==> src/rtl/stopwatch_button_conditioner_pkg.sv <==
// Shared types and defaults for the stopwatch front end.
// The encoding puts the debounced level in state bit 1.
package stopwatch_pkg;

    typedef enum logic [1:0] {
        IDLE    = 2'b00,
        ARM     = 2'b01,
        PRESSED = 2'b10,
        DISARM  = 2'b11
    } btn_state_t;

    localparam int DEBOUNCE_CYCLES_DEF = 3;
    localparam int CNT_W_DEF           = 8;

endpackage

==> src/rtl/stopwatch_button_conditioner_if.sv <==
// Button conditioner signal bundle: raw buttons in, press pulses/levels out.
// The raw buttons have no handshake. Pulses are single-cycle strobes, and levels are steady debounced states.
interface stopwatch_button_conditioner_if;
    import stopwatch_pkg::*;

    logic       btn_start_raw;
    logic       btn_reset_raw;
    logic       start_stop;
    logic       reset_btn;
    logic       start_level;
    logic       reset_level;
    btn_state_t start_state;
    btn_state_t reset_state;

    modport master (
        output btn_start_raw, btn_reset_raw,
        input  start_stop, reset_btn, start_level, reset_level,
        input  start_state, reset_state
    );

    modport slave (
        input  btn_start_raw, btn_reset_raw,
        output start_stop, reset_btn, start_level, reset_level,
        output start_state, reset_state
    );
endinterface

==> src/rtl/stopwatch_button_conditioner_channel.sv <==
// One button channel: 2-FF synchronizer, debounce FSM and qualification counter.
// pulse_raw_o is combinational and is registered by the top.
module debounce_channel
    import stopwatch_pkg::*;
#(
    parameter int DEBOUNCE_CYCLES = DEBOUNCE_CYCLES_DEF,
    parameter int CNT_W           = CNT_W_DEF
) (
    input  logic       clk,
    input  logic       rst,
    input  logic       raw_i,
    output logic       pulse_raw_o,
    output logic       level_o,
    output btn_state_t state_o
);

    localparam logic [CNT_W-1:0] CNT_LAST = CNT_W'(DEBOUNCE_CYCLES - 1);
    localparam logic [CNT_W-1:0] CNT_ONE  = CNT_W'(1);

    logic             s1_q;
    logic             s2_q;
    btn_state_t       state_q;
    btn_state_t       state_d;
    logic [CNT_W-1:0] cnt_q;
    logic [CNT_W-1:0] cnt_d;

    always_ff @(posedge clk) begin
        if (!rst) begin
            s1_q    <= 1'b0;
            s2_q    <= 1'b0;
            state_q <= IDLE;
            cnt_q   <= '0;
        end else begin
            s1_q    <= raw_i;
            s2_q    <= s1_q;
            state_q <= state_d;
            cnt_q   <= cnt_d;
        end
    end

    // The counter stops at CNT_LAST because the state always leaves on that compare.
    always_comb begin
        state_d     = state_q;
        cnt_d       = cnt_q;
        pulse_raw_o = 1'b0;
        case (state_q)
            IDLE: begin
                if (s2_q) begin
                    state_d = ARM;
                    cnt_d   = '0;
                end
            end
            ARM: begin
                if (!s2_q) begin
                    state_d = IDLE;
                end else if (cnt_q == CNT_LAST) begin
                    state_d     = PRESSED;
                    pulse_raw_o = 1'b1;
                end else begin
                    cnt_d = cnt_q + CNT_ONE;
                end
            end
            PRESSED: begin
                if (!s2_q) begin
                    state_d = DISARM;
                    cnt_d   = '0;
                end
            end
            DISARM: begin
                if (s2_q) begin
                    state_d = PRESSED;
                end else if (cnt_q == CNT_LAST) begin
                    state_d = IDLE;
                end else begin
                    cnt_d = cnt_q + CNT_ONE;
                end
            end
            default: state_d = IDLE;
        endcase
    end

    assign level_o = state_q[1];
    assign state_o = state_q;

endmodule

==> src/rtl/stopwatch_button_conditioner.sv <==
// Two debounced button channels with start/stop-priority pulse arbitration.
// The levels come straight from the channel state flops, and the pulses are re-registered here.
module stopwatch_button_conditioner
    import stopwatch_pkg::*;
#(
    parameter int DEBOUNCE_CYCLES = DEBOUNCE_CYCLES_DEF,
    parameter int CNT_W           = CNT_W_DEF
) (
    input  logic                          clk,
    input  logic                          rst,
    stopwatch_button_conditioner_if.slave bus
);

    logic       start_pulse_raw;
    logic       reset_pulse_raw;
    logic       start_level;
    logic       reset_level;
    btn_state_t start_state;
    btn_state_t reset_state;
    logic       start_stop_q;
    logic       start_stop_d;
    logic       reset_btn_q;
    logic       reset_btn_d;

    debounce_channel #(
        .DEBOUNCE_CYCLES (DEBOUNCE_CYCLES),
        .CNT_W           (CNT_W)
    ) u_start (
        .clk         (clk),
        .rst         (rst),
        .raw_i       (bus.btn_start_raw),
        .pulse_raw_o (start_pulse_raw),
        .level_o     (start_level),
        .state_o     (start_state)
    );

    debounce_channel #(
        .DEBOUNCE_CYCLES (DEBOUNCE_CYCLES),
        .CNT_W           (CNT_W)
    ) u_reset (
        .clk         (clk),
        .rst         (rst),
        .raw_i       (bus.btn_reset_raw),
        .pulse_raw_o (reset_pulse_raw),
        .level_o     (reset_level),
        .state_o     (reset_state)
    );

    // If both qualify together, start/stop wins and this reset press is dropped.
    always_comb begin
        start_stop_d = start_pulse_raw;
        reset_btn_d  = reset_pulse_raw & ~start_pulse_raw;
    end

    always_ff @(posedge clk) begin
        if (!rst) begin
            start_stop_q <= 1'b0;
            reset_btn_q  <= 1'b0;
        end else begin
            start_stop_q <= start_stop_d;
            reset_btn_q  <= reset_btn_d;
        end
    end

    assign bus.start_stop  = start_stop_q;
    assign bus.reset_btn   = reset_btn_q;
    assign bus.start_level = start_level;
    assign bus.reset_level = reset_level;
    assign bus.start_state = start_state;
    assign bus.reset_state = reset_state;

endmodule

==> src/flat_wrapper.sv <==
// flat-port wrapper written by rule: the top's interface ports become plain ports
module stopwatch_button_conditioner_flat import stopwatch_pkg::*;
#(
    parameter int DEBOUNCE_CYCLES = DEBOUNCE_CYCLES_DEF,
    parameter int CNT_W           = CNT_W_DEF
)
  (clk, rst, bus_btn_start_raw, bus_btn_reset_raw, bus_start_stop, bus_reset_btn, bus_start_level, bus_reset_level, bus_start_state, bus_reset_state);
  stopwatch_button_conditioner_if bus_i ();
  input  logic clk;
  input  logic rst;
  input wire logic [$bits(bus_i.btn_start_raw)-1:0] bus_btn_start_raw;
  input wire logic [$bits(bus_i.btn_reset_raw)-1:0] bus_btn_reset_raw;
  output wire logic [$bits(bus_i.start_stop)-1:0] bus_start_stop;
  output wire logic [$bits(bus_i.reset_btn)-1:0] bus_reset_btn;
  output wire logic [$bits(bus_i.start_level)-1:0] bus_start_level;
  output wire logic [$bits(bus_i.reset_level)-1:0] bus_reset_level;
  output wire logic [$bits(bus_i.start_state)-1:0] bus_start_state;
  output wire logic [$bits(bus_i.reset_state)-1:0] bus_reset_state;
  assign bus_i.btn_start_raw = bus_btn_start_raw;
  assign bus_i.btn_reset_raw = bus_btn_reset_raw;
  assign bus_start_stop = bus_i.start_stop;
  assign bus_reset_btn = bus_i.reset_btn;
  assign bus_start_level = bus_i.start_level;
  assign bus_reset_level = bus_i.reset_level;
  assign bus_start_state = bus_i.start_state;
  assign bus_reset_state = bus_i.reset_state;
  stopwatch_button_conditioner #(.DEBOUNCE_CYCLES(DEBOUNCE_CYCLES), .CNT_W(CNT_W)) u_core (.clk(clk), .rst(rst), .bus(bus_i));
endmodule
==> config.mk <==
export PLATFORM = sky130hd
export DESIGN_NAME = stopwatch_button_conditioner_flat
export DESIGN_NICKNAME = d
export VERILOG_FILES = /design/src/rtl/stopwatch_button_conditioner_pkg.sv /design/src/rtl/stopwatch_button_conditioner_if.sv /design/src/rtl/stopwatch_button_conditioner_channel.sv /design/src/rtl/stopwatch_button_conditioner.sv /design/src/flat_wrapper.sv
export SDC_FILE = /design/constraint.sdc
export NUM_CORES = 1
export LEC_CHECK = 0
export CAP_MARGIN = 0
export CORE_AREA = 2 2 49 51
export CTS_CLUSTER_DIAMETER = 30
export DETAILED_ROUTE_END_ITERATION = 12
export DIE_AREA = 0 0 51 53
export HOLD_SLACK_MARGIN = 0.15
export PLACE_DENSITY = 0.78
export SYNTH_ARGS = -nofsm -noshare
export SYNTH_HDL_FRONTEND = slang
export SYNTH_SLANG_ARGS = --single-unit
==> constraint.sdc <==
create_clock -name clk -period 3.4 [get_ports clk]
set_input_delay 0.51 -clock clk [delete_from_list [all_inputs] [get_ports clk]]
set_output_delay 0.51 -clock clk [all_outputs]
set_load 0.03 [all_outputs]
==> results.sh <==
export IMPL_status="finished, final reports clean"
export IMPL_ys_flop_type="dfxtp_1"
export IMPL_syn_avg_cell_area_sq_um=9.12
export IMPL_slowest_delay_ns=0.74
export IMPL_row_count=17
export IMPL_syn_to_final_growth_pct=13.2
export IMPL_relSlewSlack_pct=54.1
export IMPL_postCtsResizedCells=0
export IMPL_power_uw=481
export IMPL_fin_nets=152
export IMPL_final_cell_mix="dfxtp_1 (26), nor2_1 (12), clkdlybuf4s50_1 (11)"
export IMPL_finalHoldViolCount=0
export IMPL_cts_root_buf="clkbuf_4"
export IMPL_wire_per_inst_um=12.8
export IMPL_maxCapViolations=0
export IMPL_die_area_sq_um=2700
export IMPL_chipWidth_um=51
export IMPL_core_area_sq_um=2150
export IMPL_num_io_pins=12
export IMPL_drcViolationCount=0
export IMPL_post_cts_buffers=0
export IMPL_crit_required_ns=2.89
export IMPL_nFillCells=194
export IMPL_numCtsBuffers=3
export IMPL_period_needed_ns=2.07
export IMPL_cp_depth=1
export IMPL_diodes=0
export IMPL_r2r_slack_ns=1.53
export IMPL_ys_seq_elements=26
export IMPL_grt_antenna_before_repair=0
export IMPL_place_inst=167
export IMPL_place_hpwl_um=1630
export IMPL_slew_viol_final=0
export IMPL_fin_setup_tns_ns=0
export IMPL_final_cells=171
export IMPL_clk_pin_slew_worst_paths_ns=0.13
export IMPL_multiInputGateArea_sq_um=642
export IMPL_critPathArrivalTime_ns=1.56
export IMPL_crit_path_start_kind="flip-flop"
export IMPL_ir_worst_vdd_v=0.000225
export IMPL_die_h_um=53
export IMPL_drt_total_wl_um=2190
export IMPL_overflow=0
export IMPL_grt_pass1_vias=874
export IMPL_cp_endpoint="bus_reset_state[0]"
export IMPL_crit_start="u_core.u_reset.state_o[0]$_SDFFE_PN0P_"
export IMPL_synth_edf_count=0
export IMPL_clock_sinks=26
export IMPL_first_pass_iters=4
export IMPL_synthesis_nets=140
export IMPL_synth_warnings=0
export IMPL_via_per_inst=5.74
export IMPL_grt_pass1_wl_um=3750
export IMPL_cts_path_max_buffers=2
export IMPL_slowest_stage="clkdlybuf4s50_1"
export IMPL_layout_commonest_cell="dfxtp_1"
export IMPL_r2r_worst_path_cells=6
export IMPL_cts_tree="yes"
export IMPL_synth_area_sq_um=1200
export IMPL_worst_pin_slew_ns=0.684
export IMPL_fin_skew_ns=0.00214
export IMPL_hp_class="flip-flop to flip-flop"
export IMPL_cp_num_buf_inv=1
export IMPL_min_period_over_period_pct=60.8
export IMPL_regArea_sq_um=520
export IMPL_drive_above_1_share_pct=4.90
export IMPL_gp_congestion=0.757
export IMPL_max_freq_mhz=484
export IMPL_initial_utilization_pct=56.0
export IMPL_portBuffers=11
export IMPL_worstHoldStart="u_core.u_start.s1_q$_SDFF_PN0_"
export IMPL_p_leak_uw=0.000468
export IMPL_htree_num_levels=1
export IMPL_crit_chain="clkdlybuf4s50_1"
export IMPL_finish_utilization_pct=63.4
export IMPL_ys_types=34
export IMPL_clock_latency_ns=0.31
export IMPL_vias=981
export IMPL_ys_seq_area_share_pct=43.2
export IMPL_hold_buffers=0
export IMPL_timing_rr_end="u_core.bus.start_stop$_SDFF_PN0_"
export IMPL_end_kind="output port"
export IMPL_crit_family="buffers and inverters"
export IMPL_crit_type="flip-flop to output port"
export IMPL_async_flop_share_pct=0
export IMPL_drt_iter0_drc=22
export IMPL_detail_route_antenna_nets=0
export IMPL_rsz0062_at_grt="no"
export IMPL_track_usage_pct=19.1
export IMPL_synthCells=132
export IMPL_r2r_start="u_core.u_start.cnt_q[0]$_SDFFE_PN0P_"
export IMPL_setup_violations=0
export IMPL_cp_max_fo=8
export IMPL_power_density_nw_per_um2=353
export IMPL_grt_max_degree=24
-- metrics by stage --
step                      cell area, sq um  hold slack, ns  worst slack [ns]
after global placement                1330           0.407              1.48
after global routing                  1360           0.464              1.27
after detailed placement              1330           0.420              1.41
after CTS                             1360           0.451              1.31
final                                 1360           0.442              1.33
after floorplan                       1200           0.406              1.83
-- cell usage after synthesis (2+ instances only) --
| master | count | area share [%] |
|---|---|---|
| a21oi_1 | 3 | 1.2 |
| and2_1 | 8 | 4.2 |
| and3_1 | 3 | 1.6 |
| buf_4 | 2 | 1.2 |
| clkbuf_1 | 2 | 0.62 |
| dfxtp_1 | 26 | 43 |
| ha_1 | 4 | 4.2 |
| inv_1 | 5 | 1.6 |
| mux2i_1 | 3 | 2.5 |
| nand2_1 | 5 | 1.6 |
| nand2b_1 | 2 | 1.0 |
| nand3_1 | 10 | 4.2 |
| nand4_1 | 7 | 3.6 |
| nor2_1 | 12 | 3.7 |
| nor3_1 | 2 | 0.83 |
| nor4b_1 | 2 | 1.5 |
| o211ai_1 | 2 | 1.2 |
| o21ai_0 | 3 | 1.2 |
| o21ai_1 | 4 | 1.7 |
| or3_1 | 2 | 1.0 |
| xnor2_1 | 5 | 3.6 |
| xor2_1 | 8 | 5.8 |
-- final cells by class --
class	count	area share, %
timing repair buffer	11	8.08
inverter	5	1.38
multi-input combinational	97	47.1
clock buffer	4	2.66
tap	28	2.57
sequential	26	38.2
-- worst min-delay path by stage --
stage | endpoint | slack, ns | cells past startpoint
floorplan | u_core.u_start.s2_q$_SDFF_PN0_ | 0.41 | 1
global placement | u_core.u_start.s2_q$_SDFF_PN0_ | 0.41 | 1
detailed placement | u_core.u_start.s2_q$_SDFF_PN0_ | 0.42 | 1
CTS | u_core.u_start.s2_q$_SDFF_PN0_ | 0.45 | 1
global route | u_core.u_start.s2_q$_SDFF_PN0_ | 0.46 | 1
finish | u_core.u_start.s2_q$_SDFF_PN0_ | 0.44 | 1
-- cell families after synthesis --
logic type,count (synthesis),share of synthesized area (%)
multiplexers,3,2.49
AO/OA/AOI/OAI,17,8.73
buffers and inverters,9,3.43
flip-flops,26,43.2
adder cells (fa/ha/maj),4,4.16
XOR/XNOR,13,9.46
AND/OR/NAND/NOR,60,28.5
-- flip-flops by register name, summed over array words and instances, names as in the netlist, named ones only --
register,count
u_core.u_reset.cnt_q,8
u_core.u_start.cnt_q,8
u_core.bus.reset_btn,1
u_core.bus.start_stop,1
u_core.u_reset.s1_q,1
u_core.u_reset.s2_q,1
u_core.u_reset.state_o,1
u_core.u_start.s1_q,1
u_core.u_start.s2_q,1
u_core.u_start.state_o,1
-- power breakdown --
| group | switching (uW) | leakage [uW] | internal [uW] |
|---|---|---|---|
| logic | 12.3 | 0.000236 | 8.32 |
| clock network | 84.9 | 0.0000210 | 65.5 |
| registers | 2.60 | 0.000210 | 308 |
-- routing by layer --
layer  global-route usage [%]  up-vias  routed length [um]  share of wire (%)
met4                     10.8        0                  46                2.1
met3                     2.82        5                  86                3.9
met1                     21.2      463                 978                 45
met2                     34.6       25                1080                 49
met5                        0        -                   0                  0
li1                         -      488                   -                  -
Note: power is estimated with default switching activity, not from simulation.
